### config.mk
export PLATFORM = sky130hd
export DESIGN_NAME = key_debounce_array
export DESIGN_NICKNAME = d
export VERILOG_FILES = /design/src/rtl/key_debounce_array.sv
export SDC_FILE = /design/constraint.sdc
export NUM_CORES = 1
export LEC_CHECK = 0
export BUFFER_PORTS_ARGS = -buffer_cell sky130_fd_sc_hd__buf_2
export CORE_MARGIN = 2
export CORE_UTILIZATION = 60
export DETAILED_ROUTE_END_ITERATION = 10
export GPL_ROUTABILITY_DRIVEN = 0
export GPL_TIMING_DRIVEN = 0
export PLACE_DENSITY = 0.84
export SLEW_MARGIN = 20
export SYNTH_ARGS = -nofsm -noshare
export SYNTH_HDL_FRONTEND = slang
export SYNTH_SLANG_ARGS = --single-unit
### constraint.sdc
create_clock -name Clk_10khz -period 3.55 [get_ports Clk_10khz]
set_input_delay 0.5325 -clock Clk_10khz [delete_from_list [all_inputs] [get_ports Clk_10khz]]
set_output_delay 0.5325 -clock Clk_10khz [all_outputs]
set_load 0.03 [all_outputs]
### src/rtl/key_debounce_array.sv
// key_debounce_array
//   N-channel key debouncer with press/release/auto-repeat event pulses.
//   Raw pins are synchronised and normalised so that pressed = 1. They are
//   sampled on a shared divided tick. A key's debounced level flips only
//   after STABLE_CNT consecutive disagreeing samples.
// Ports:
//   Clk_10khz   system clock
//   Rst_n       asynchronous active-low reset
//   Key_in      raw key pins (polarity set by ACTIVE_LOW)
//   Repeat_en   global auto-repeat enable (level)
//   Key_level   debounced level, 1 = pressed
//   Key_press   one-cycle pulse on debounced 0->1
//   Key_release one-cycle pulse on debounced 1->0
//   Key_repeat  one-cycle auto-repeat pulse
//   Any_press   OR of Key_press
module key_debounce_array #(
  parameter int N_KEYS       = 4,
  parameter int SAMPLE_DIV   = 100,
  parameter int STABLE_CNT   = 3,
  parameter int REPEAT_DELAY = 50,
  parameter int REPEAT_RATE  = 10,
  parameter int ACTIVE_LOW   = 1
) (
  input  logic              Clk_10khz,
  input  logic              Rst_n,
  input  logic [N_KEYS-1:0] Key_in,
  input  logic              Repeat_en,
  output logic [N_KEYS-1:0] Key_level,
  output logic [N_KEYS-1:0] Key_press,
  output logic [N_KEYS-1:0] Key_release,
  output logic [N_KEYS-1:0] Key_repeat,
  output logic              Any_press
);

  localparam int TW   = $clog2(SAMPLE_DIV);
  localparam int DW   = $clog2(STABLE_CNT + 1);
  localparam int RMAX = (REPEAT_DELAY > REPEAT_RATE) ? REPEAT_DELAY : REPEAT_RATE;
  localparam int RW   = $clog2(RMAX + 1);

  localparam logic [TW-1:0] TICK_LAST = TW'(SAMPLE_DIV - 1);
  localparam logic [DW-1:0] DB_LAST   = DW'(STABLE_CNT - 1);
  localparam logic [RW-1:0] RD_LAST   = RW'(REPEAT_DELAY - 1);
  localparam logic [RW-1:0] RR_LAST   = RW'(REPEAT_RATE - 1);
  // Pin level of a released key; the first stage resets here so that the
  // normalised second stage starts out "released".
  localparam logic [N_KEYS-1:0] PIN_IDLE = (ACTIVE_LOW != 0) ? '1 : '0;

  typedef enum logic [1:0] {IDLE, DELAY, RPT} rpt_state_t;

  logic [N_KEYS-1:0] sync1, sync2;
  logic [TW-1:0]     tick_cnt;
  logic              tick;
  logic [DW-1:0]     db_cnt [N_KEYS];
  logic [RW-1:0]     rp_cnt [N_KEYS];
  rpt_state_t        state  [N_KEYS];
  logic [N_KEYS-1:0] flip;
  logic [N_KEYS-1:0] level_nxt;

  always_ff @(posedge Clk_10khz or negedge Rst_n) begin
    if (!Rst_n) begin
      sync1 <= PIN_IDLE;
      sync2 <= '0;
    end else begin
      sync1 <= Key_in;
      sync2 <= (ACTIVE_LOW != 0) ? ~sync1 : sync1;
    end
  end

  always_ff @(posedge Clk_10khz or negedge Rst_n) begin
    if (!Rst_n)    tick_cnt <= '0;
    else if (tick) tick_cnt <= '0;
    else           tick_cnt <= tick_cnt + TW'(1);
  end

  assign tick = (tick_cnt == TICK_LAST);

  // Checking the pre-increment count against STABLE_CNT-1 is equivalent to
  // checking the incremented value against STABLE_CNT, without overflow.
  always_comb begin
    flip = '0;
    for (int unsigned i = 0; i < N_KEYS; i++)
      flip[i] = tick && (sync2[i] != Key_level[i]) && (db_cnt[i] == DB_LAST);
  end

  assign level_nxt = Key_level ^ flip;

  always_ff @(posedge Clk_10khz or negedge Rst_n) begin
    if (!Rst_n) begin
      Key_level   <= '0;
      Key_press   <= '0;
      Key_release <= '0;
      for (int unsigned i = 0; i < N_KEYS; i++) db_cnt[i] <= '0;
    end else begin
      Key_level   <= level_nxt;
      Key_press   <= flip & ~Key_level;
      Key_release <= flip & Key_level;
      for (int unsigned i = 0; i < N_KEYS; i++) begin
        if (tick) begin
          if (sync2[i] == Key_level[i] || flip[i]) db_cnt[i] <= '0;
          else                                     db_cnt[i] <= db_cnt[i] + DW'(1);
        end
      end
    end
  end

  // The hold test uses the next-cycle level so that a release on the same
  // tick as a due repeat suppresses the repeat pulse.
  always_ff @(posedge Clk_10khz or negedge Rst_n) begin
    if (!Rst_n) begin
      Key_repeat <= '0;
      for (int unsigned i = 0; i < N_KEYS; i++) begin
        state[i]  <= IDLE;
        rp_cnt[i] <= '0;
      end
    end else begin
      for (int unsigned i = 0; i < N_KEYS; i++) begin
        Key_repeat[i] <= 1'b0;
        case (state[i])
          IDLE: begin
            if (Key_press[i] && Repeat_en && level_nxt[i]) begin
              state[i]  <= DELAY;
              rp_cnt[i] <= '0;
            end
          end
          DELAY: begin
            if (!(level_nxt[i] && Repeat_en)) begin
              state[i] <= IDLE;
            end else if (tick) begin
              if (rp_cnt[i] == RD_LAST) begin
                Key_repeat[i] <= 1'b1;
                rp_cnt[i]     <= '0;
                state[i]      <= RPT;
              end else begin
                rp_cnt[i] <= rp_cnt[i] + RW'(1);
              end
            end
          end
          RPT: begin
            if (!(level_nxt[i] && Repeat_en)) begin
              state[i] <= IDLE;
            end else if (tick) begin
              if (rp_cnt[i] == RR_LAST) begin
                Key_repeat[i] <= 1'b1;
                rp_cnt[i]     <= '0;
              end else begin
                rp_cnt[i] <= rp_cnt[i] + RW'(1);
              end
            end
          end
          default: state[i] <= IDLE;
        endcase
      end
    end
  end

  assign Any_press = |Key_press;

endmodule

# Word-level counts from Yosys, hierarchy flattened
# Index checks and enable logic that the tools add are counted.
[classes]
n_reduce_logical = 41
eq_ne = 61
n_bitwise = 5
n_addsub = 9
muxes = 89
[op_table]
columns = ["cell", "n"]
rows = [
  ["6-bit two-way mux", 28],
  ["6-bit case mux with 3 select lines", 4],
  ["2-bit two-way mux", 24],
  ["2-bit inequality test (second input constant)", 24],
  ["6-bit by 1-bit adder with 6-bit output (second input constant)", 4],
  ["6-bit by 4-bit == test with 1-bit output (second input constant)", 4],
  ["6-bit == test (second input constant)", 4],
  ["1-bit two-way mux", 24],
  ["3-bit inequality test (second input constant)", 8],
  ["2-bit case mux with 3 select lines", 4],
  ["6-bit AND reduction", 4],
  ["1-bit logical AND", 20],
  ["2-bit == test (second input constant)", 8],
  ["4-bit AND reduction", 4],
  ["3-bit nonzero test", 4],
  ["2-bit by 1-bit adder with 2-bit output (second input constant)", 4],
  ["4-bit AND", 2],
  ["2-bit by 1-bit == test with 1-bit output (second input constant)", 4],
  ["2-bit zero test", 4],
  ["4-bit NOT", 2],
  ["1-bit case mux with 2 select lines", 4],
  ["7-bit by 1-bit adder with 7-bit output (second input constant)", 1],
  ["7-bit == test (second input constant)", 1],
  ["7-bit two-way mux", 1],
  ["5 further kinds", 14],
]
[word_totals]
out_inout_bits = 17
regBits = 71
wordCells = 224
input_bits = 7

# Depth between registers and ports, before layout
# Gate-level depths: netlist of run 1.
[depth]
word_depth = 7
mapped_depth = 12
mapped_depth_nobuf = 10

# Worst setup path before layout of run 1
# Ideal clock, no wire load.
[synth_timing]
path_kind = "flip-flop to flip-flop"
startpoint = "register tick_cnt[2]"
endpoint = "register rp_cnt[16] (netlist bit)"
path_slack_ns = 0.642
t_arrival_ns = 2.818
path_buffers = 2
required_time_ns = 3.460
stages_incl_launch_ff = 12
period_less_slack_ns = 2.908
setup_time_ns = 0.090
path_cell_list = "dfrtp_1 -> or2_2 -> nor2_1 -> clkbuf_1 -> and3_1 -> ha_1 -> nand3b_1 -> and2_1 -> or3_1 -> or2_1 -> buf_6 -> o221ai_1"
[synth_via]
elab_chain_cells = 7
word_cells_on_any_way = 12
classes_between = "6 x eq/ne; 1 x bitwise; 5 x reduce/logical"
[synth_rtl]
columns = ["element", "line_no", "source"]
rows = [
  ["from (decl)", "51", "logic [TW-1:0] tick_cnt;"],
  ["from (signal assigned)", "72", "else tick_cnt <= tick_cnt + TW'(1);"],
  ["7-bit == test *", "75", "assign tick = (tick_cnt == TICK_LAST);"],
  ["1-bit logical AND (2 in series)", "82", "flip[i] = tick && (sync2[i] != Key_level[i]) && (db_cnt[i] == DB_LAST);"],
  ["4-bit XOR", "85", "assign level_nxt = Key_level ^ flip;"],
  ["1-bit logical AND, on equally long branches", "126, 139, 120", ""],
  ["2-bit inequality test (no source line)", "--", ""],
  ["6-bit AND reduction (no source line) *", "--", ""],
  ["to (signal, indexed assignment)", "134", "rp_cnt[i] <= rp_cnt[i] + RW'(1);"],
  ["to (signal, indexed assignment)", "146", "rp_cnt[i] <= rp_cnt[i] + RW'(1);"],
  ["to (decl)", "54", "logic [RW-1:0] rp_cnt [N_KEYS];"],
]
# Mark *: on every way between the ends. The rest lies on a longest branch, timed or not.
# A chain may end at the register's enable or synchronous reset.

# Worst setup path after layout of run 1
[layout_timing]
startpoint = "register tick_cnt[0]"
endpoint = "register rp_cnt[4] (netlist bit)"
# The elaborated chain is that of the path after synthesis.

==> results of run 1 <==
==> cell families (layout without fill, tap and decap cells) <==
kind of cell,count (synthesis),in the layout
flip-flops,71,71
multiplexers,2,2
AO/OA/AOI/OAI,83,83
buffers and inverters,39,79
XOR/XNOR,8,8
adder cells (fa/ha/maj),36,36
AND/OR/NAND/NOR,147,147
==> cells in the final DEF, fill, tap and decap left out, types with 3 or more instances in the layout <==
cell / Yosys / layout
o2bb2ai_1: 12 / 12
nand2b_1: 12 / 12
and3b_1: 3 / 3
ha_1: 36 / 36
clkbuf_8: 0 / 11
a21oi_1: 8 / 8
clkbuf_1: 4 / 3
o31ai_1: 3 / 3
nand3b_1: 4 / 4
and2_1: 6 / 6
inv_1: 33 / 33
nor2_1: 19 / 18
or2_2: 3 / 3
nor3_1: 4 / 4
nor2b_1: 7 / 7
dfrtp_1: 67 / 67
dfstp_2: 4 / 4
a41oi_1: 3 / 3
o21ai_0: 24 / 24
nand2_1: 33 / 33
o22ai_1: 4 / 4
nand3_1: 21 / 21
a31oi_1: 12 / 12
xor2_1: 6 / 6
nand4_1: 5 / 5
and3_1: 17 / 17
buf_2: 0 / 22
==> how the worst max path moves through the flow <==
| stage | from | end | cells past startpoint |
|---|---|---|---|
| global placement | tick_cnt[0]$_DFF_PN0_ | rp_cnt[16]$_DFFE_PN0P_ | 12 |
| finish | tick_cnt[0]$_DFF_PN0_ | rp_cnt[4]$_DFFE_PN0P_ | 12 |
| global route | tick_cnt[0]$_DFF_PN0_ | rp_cnt[16]$_DFFE_PN0P_ | 12 |
| CTS | tick_cnt[0]$_DFF_PN0_ | rp_cnt[4]$_DFFE_PN0P_ | 12 |
| detailed placement | tick_cnt[0]$_DFF_PN0_ | rp_cnt[4]$_DFFE_PN0P_ | 12 |
| floorplan | tick_cnt[2]$_DFF_PN0_ | rp_cnt[16]$_DFFE_PN0P_ | 11 |
==> sequential cells by signal, summed over array words and instances (netlist names), 7 cells and up <==
signal    count
state         8
db_cnt        8
rp_cnt       24
tick_cnt      7
==> power groups by stage <==
stage | clock network, uW | logic (uW) | registers (uW)
after floorplan | 0 | 2.60 | 832
after global placement | 0 | 23.7 | 832
after detailed placement | 0 | 28.3 | 832
after CTS | 767 | 28.4 | 816
after global routing | 815 | 31.4 | 817
final | 749 | 26.9 | 816
==> layer usage <==
layer,routed length [um],up-vias
met5,0,-
met2,3790,47
met4,110,0
met3,303,9
li1,-,1446
met1,3360,1501
==> stage by stage <==
| step | area, um2 | cells | worst slack, ps | hold WS [ps] | util |
|---|---|---|---|---|---|
| 2_1_floorplan | 3840 | 386 | 642 | 237 | - |
| 3_3_place_gp | 4060 | 486 | 87.3 | 406 | 0.646 |
| 3_5_place_dp | 4090 | 487 | 65.7 | 413 | 0.651 |
| 4_1_cts | 4320 | 503 | 23.1 | 46.2 | 0.688 |
| 5_1_grt | 4330 | 503 | 26.0 | 49.6 | 0.689 |
| 6_report | 4330 | 503 | 284 | 51.2 | 0.689 |
==> worst max-delay path, delay by kind of cell, from the launching register on <==
kind | cells | cell delay [ps]
AND/OR/NAND/NOR | 7 | 1710
adder cells (fa/ha/maj) | 2 | 520
buffers and inverters | 2 | 420
flip-flops | 1 | 370
AO/OA/AOI/OAI | 1 | 160
==> layout make-up <==
cell class | instances | area share
timing repair buffer | 24 | 0.0335
multi-input combinational | 276 | 0.441
clock buffer | 11 | 0.0350
tap | 77 | 0.0223
buffer | 6 | 0.00896
sequential | 71 | 0.412
clock inverter | 5 | 0.0185
inverter | 33 | 0.0286
==> summary.txt, run 1 <==
Clocking
  – Clock Latency Late Sink: 360 ps
  – Post-CTS sizing: 0
  – Worst-path clk slew: roughly 80 ps
  – Sink Count: 71
  – CTS tree: built
  – # hold bufs at CTS: 0
  – Clock Tree Buf Depth: 2
  – Root buf cell: clkbuf_8
  – Setup bufs post-CTS: 0
  – H-tree depth reported by CTS: 3
  – CTS Buf Count: 9

Yosys
  – Xor and xnor area share after synthesis: 0.0182
  – YS warnings: 0
  – Primary FF master, synth: dfrtp_1
  – Top cells by count, synth: 67 x dfrtp_1, 36 x ha_1, 33 x inv_1, 33 x nand2_1, 24 x o21ai_0
  – Synth Cell Area: slightly below 4000 um2
  – Async SR Flop Fraction: 1.00
  – EDFF count, synth: 0
  – Top-count cell post-synth: dfrtp_1
  – Synth area leader: dfrtp_1
  – Syn nets: 429
  – Largest family of logic cells by synthesized area: simple AND/OR/NAND/NOR gates
  – Synth Area in Adders: 0.117
  – Mean post-synth cell area: about 10 um2
  – Simple-Gate Fraction of Synth Area: 0.208
  – Count of cell types in the netlist: 50
  – Synth Register Bits: between 70 and 80
  – Synth top area share: 0.436
  – Post-Synthesis Cells: about 390
  – Synth area leaders: dfrtp_1 44%, ha_1 12%, inv_1 3.2%
  – Register area share after synthesis: 0.464
  – Complex-gate fraction of the synthesized area: 0.146
  – Multiplexer area fraction after synthesis: 0.00521

Routing
  – First DRT Iteration DRCs: between 100 and 150
  – Routed Antenna Nets: 0
  – Drt wl/cell: 15.1 um
  – Via/cell ratio: between 5 and 6
  – Drt total wl: about 7600 um
  – Drt drc: 0
  – First drt pass iteration count: 4
  – Via Count: 3003

Floorplanning
  – DIE WIDTH: 84.0 um
  – Die Ht: roughly 84 um
  – Site Rows: 29
  – Placeable Area: roughly 6300 um2
  – DIE AREA: roughly 7100 um2
  – I/O pin count: 24
  – Initial Util: 0.612

Global route
  – Layer with the highest usage: met2
  – Met2 usage: 0.378
  – All-Layer GR Usage: 0.232
  – Met1 usage: 0.289
  – Initial antenna violation count: 0
  – Gr ovfl total: 0
  – Vias in the first global route: about 2900
  – Largest net degree at the start of global routing: 53
  – Met3 GRT Util: 0.0663
  – First-pass GRT wire length: around 13000 um

Power
  – Int Power: 1250 uW
  – Clock share of power: 0.470
  – Net Sw Power: approximately 340 uW
  – Leakage: 0.00211 uW
  – Sequential share of power: 0.513
  – Power density cells: roughly 370 nW/um2
  – Power share of the combinational group: 0.017
  – VDD IR max: about 330 uV
  – Net Sw Frac: 0.212
  – Pwr Total: 1590 uW

Worst setup path
  – Worst-path cell chain: ha_1 > nand4b_1 > nor2_2 > clkbuf_2 > and3_1 > ha_1 > nand3b_1 > and2_1 > or3_1 > or2_1 > buf_6 > o221ai_1
  – Critical path class: reg2reg
  – Critical R2R Launch: tick_cnt[0]$_DFF_PN0_
  – Max FO, Critical Path: 10
  – CP max-delay cell: dfrtp_1
  – Worst r2r dst: rp_cnt[4]$_DFFE_PN0P_
  – Critical path required time: about 3800 ps
  – Startpoint Class: flop
  – Max incr delay on CP: around 370 ps
  – CP Capture Type: flop
  – R2R Setup Slk: between 200 and 300 ps
  – Worst Reg2Reg Path Length in Cells: 12
  – Worst path arrival time: about 3500 ps
  – Cell mode on critical path: ha_1

Placement
  – HPWL Detailed: around 5500 um
  – I/O Buffers: 23

Timing
  – Max-slew violations: 0
  – RSZ-0062 raised after global routing: false
  – Slew margin rel.: 0.598
  – Setup TNS Final: 0 ps
  – Final worst-path cycle share: 0.920
  – Tightest Pin Transition: between 500 and 600 ps
  – Final Critical Period: roughly 3300 ps
  – Final setup viols: 0
  – FMAX: roughly 310 MHz
  – Final Hold Vio Count: 0
  – Worst Skew: roughly 8.2 ps

Final layout
  – Ant. Diodes: 0
  – Ratio of cells with drive above 1 in the final layout: 0.138
  – Multi-input gate area: around 1900 um2
  – Area grow syn2layout: 12.6%
  – Filler instances: between 400 and 500
  – Final-stage net count: approximately 460
  – FF+latch area: 1780 um2

Run status
  – Status: finished clean

Min path
  – Hold Crit Class: in2async

Flow run
  – Max_cap viols: 0
No activity file was read; power rests on OpenSTA's default activity.
==> inputs of run 2 (changes only) <==
==> constraint.sdc (replaced) <==
create_clock -name Clk_10khz -period 4.16 [get_ports Clk_10khz]
set_input_delay 0.624 -clock Clk_10khz [delete_from_list [all_inputs] [get_ports Clk_10khz]]
set_output_delay 0.624 -clock Clk_10khz [all_outputs]
set_load 0.03 [all_outputs]
==> run 2 against run 1 <==
  * First-iteration DRC count grew 1.5%
  * Sequential cell count unchanged
  * Clock power decreased by 14%
  * Sequential power shrank 15%
  * Final cell count stayed put
==> summary.txt, run 2 (same netlist as run 1, synthesis figures left out) <==
Final layout
  – Top Registers: rp_cnt: 24 flops, db_cnt: 8 flops, state: 8 flops
  – Area grow syn2layout: 12.3%
  – Final-stage net count: 464
  – Non-filler cells, final: between 500 and 600
  – Ant. Diodes: 0
  – Ratio of cells with drive above 1 in the final layout: 0.134
  – Most frequent cells in the layout: 67 x dfrtp_1, 36 x ha_1, 33 x inv_1, 33 x nand2_1, 24 x o21ai_0
  – Filler instances: 495
  – Most common cell after layout, fill and taps aside: dfrtp_1
  – Multi-input gate area: 1900 um2
  – FF+latch area: 1780 um2
  – Largest register FFs: 24
  – Biggest register: rp_cnt

Clocking
  – Worst-path clk slew: 80 ps
  – # hold bufs at CTS: 0
  – Clock Latency Late Sink: 350 ps
  – Setup bufs post-CTS: 0
  – Sink Count: around 70
  – CTS Buf Count: 9
  – Root buf cell: clkbuf_8
  – H-tree depth reported by CTS: 3
  – Clock Tree Buf Depth: 2
  – Post-CTS sizing: 0
  – CTS tree: built

Power
  – Leakage: approximately 0.0021 uW
  – Net Sw Frac: 0.213
  – Power density cells: around 320 nW/um2
  – Power share of the combinational group: 0.017
  – VDD IR max: ~280 uV
  – Int Power: approximately 1100 uW
  – Clock share of power: 0.471
  – Net Sw Power: 290 uW
  – Sequential share of power: 0.512

Worst setup path
  – Critical path required time: between 4000 and 5000 ps
  – CP Capture Type: flop
  – Startpoint Class: flop
  – R2R Setup Slk: between 600 and 700 ps
  – Max FO, Critical Path: 10
  – Worst Reg2Reg Path Length in Cells: 12
  – Worst r2r dst: rp_cnt[4]$_DFFE_PN0P_
  – Worst path arrival time: 3770 ps
  – Critical R2R Launch: tick_cnt[0]$_DFF_PN0_
  – Critical path class: reg2reg
  – CP startpoint: tick_cnt[0]$_DFF_PN0_

Global route
  – Largest net degree at the start of global routing: 53
  – Initial antenna violation count: 0
  – All-Layer GR Usage: 0.232
  – First-pass GRT wire length: approximately 13000 um
  – Vias in the first global route: between 2000 and 3000
  – Gr ovfl total: 0

Placement
  – I/O Buffers: 23
  – Placed Cells: between 400 and 500
  – HPWL Detailed: ~5500 um

Floorplanning
  – Site Rows: 29
  – DIE WIDTH: around 84 um
  – Initial Util: 0.612
  – Die Ht: roughly 84 um
  – DIE AREA: around 7100 um2
  – Placeable Area: ~6300 um2
  – I/O pin count: 24

Timing
  – Setup TNS Final: 0 ps
  – FMAX: 285 MHz
  – Slew margin rel.: 0.627
  – Final Hold Vio Count: 0
  – RSZ-0062 raised after global routing: false
  – Final Critical Period: between 3000 and 4000 ps
  – Max-slew violations: 0
  – Final setup viols: 0
  – Tightest Pin Transition: around 560 ps
  – Worst Skew: approximately 7.7 ps
  – Final worst-path cycle share: 0.844

Routing
  – Drt total wl: around 7600 um
  – Routed Antenna Nets: 0
  – Drt wl/cell: ~15 um
  – First DRT Iteration DRCs: 132
  – First drt pass iteration count: 4
  – Via/cell ratio: a little under 6
  – Via Count: between 2000 and 3000
  – Drt drc: 0

Run status
  – Status: finished clean

Flow run
  – Max_cap viols: 0

Min path
  – Hold Crit Class: in2async
run 2: cell counts in the layout (fill, tap and decap cells not counted):
No cell type changed its count.
run 2: final cells by class:
cell class	count	share of cell area
multi-input cells	276	0.440
flip-flops and latches	71	0.413
clock buffers	11	0.0351
repair buffers	24	0.0336
inverters	33	0.0287
well taps	77	0.0223
clock inverters	5	0.0186
plain buffers	6	0.00870
run 2: metrics by stage:
stage / hold slack, ps / total power [uW] / setup slack [ps] / area (um2) / util
global route: 141 / 1420 / 314 / 4320 / 0.688
finish: 147 / 1360 / 650 / 4320 / 0.688
detailed placement: 413 / 734 / 676 / 4090 / 0.651
floorplan: 328 / 712 / 1250 / 3840 / -
CTS: 138 / 1380 / 633 / 4320 / 0.688
global placement: 406 / 730 / 697 / 4060 / 0.646
run 2: power groups by stage:
stage	sequential [uW]	clock [uW]	combinational (uW)
3_3_place_gp	710	0	20.2
3_5_place_dp	710	0	24.2
2_1_floorplan	710	0	2.22
4_1_cts	697	655	24.2
5_1_grt	697	696	26.7
6_report	697	641	23.1
run 2: worst max path at each step:
stage | slack (ps) | endpoint | cells after the start
4_1_cts | 630 | rp_cnt[4]$_DFFE_PN0P_ | 12
2_1_floorplan | 1250 | rp_cnt[16]$_DFFE_PN0P_ | 11
6_report | 650 | rp_cnt[4]$_DFFE_PN0P_ | 12
3_3_place_gp | 700 | rp_cnt[16]$_DFFE_PN0P_ | 12
3_5_place_dp | 680 | rp_cnt[4]$_DFFE_PN0P_ | 12
5_1_grt | 310 | rp_cnt[8]$_DFFE_PN0P_ | 11
run 2: metal layers:
| metal | track usage | vias to the layer above | part of all wire |
|---|---|---|---|
| met5 | 0 | - | 0 |
| met4 | 0.0938 | 0 | 0.016 |
| met3 | 0.0663 | 11 | 0.036 |
| met2 | 0.378 | 48 | 0.50 |
| met1 | 0.289 | 1480 | 0.45 |
| li1 | - | 1443 | - |
run 2: worst max-delay path: stages, from the launching register on:
cell and delay, ps:
dfrtp_1 370, ha_1 280, nand4b_1 200, nor2_1 370, clkbuf_1 420, and3_1 260
ha_1 240, nand3b_1 180, and2_1 180, or3_1 360, or2_1 270, buf_6 140
o221ai_1 160
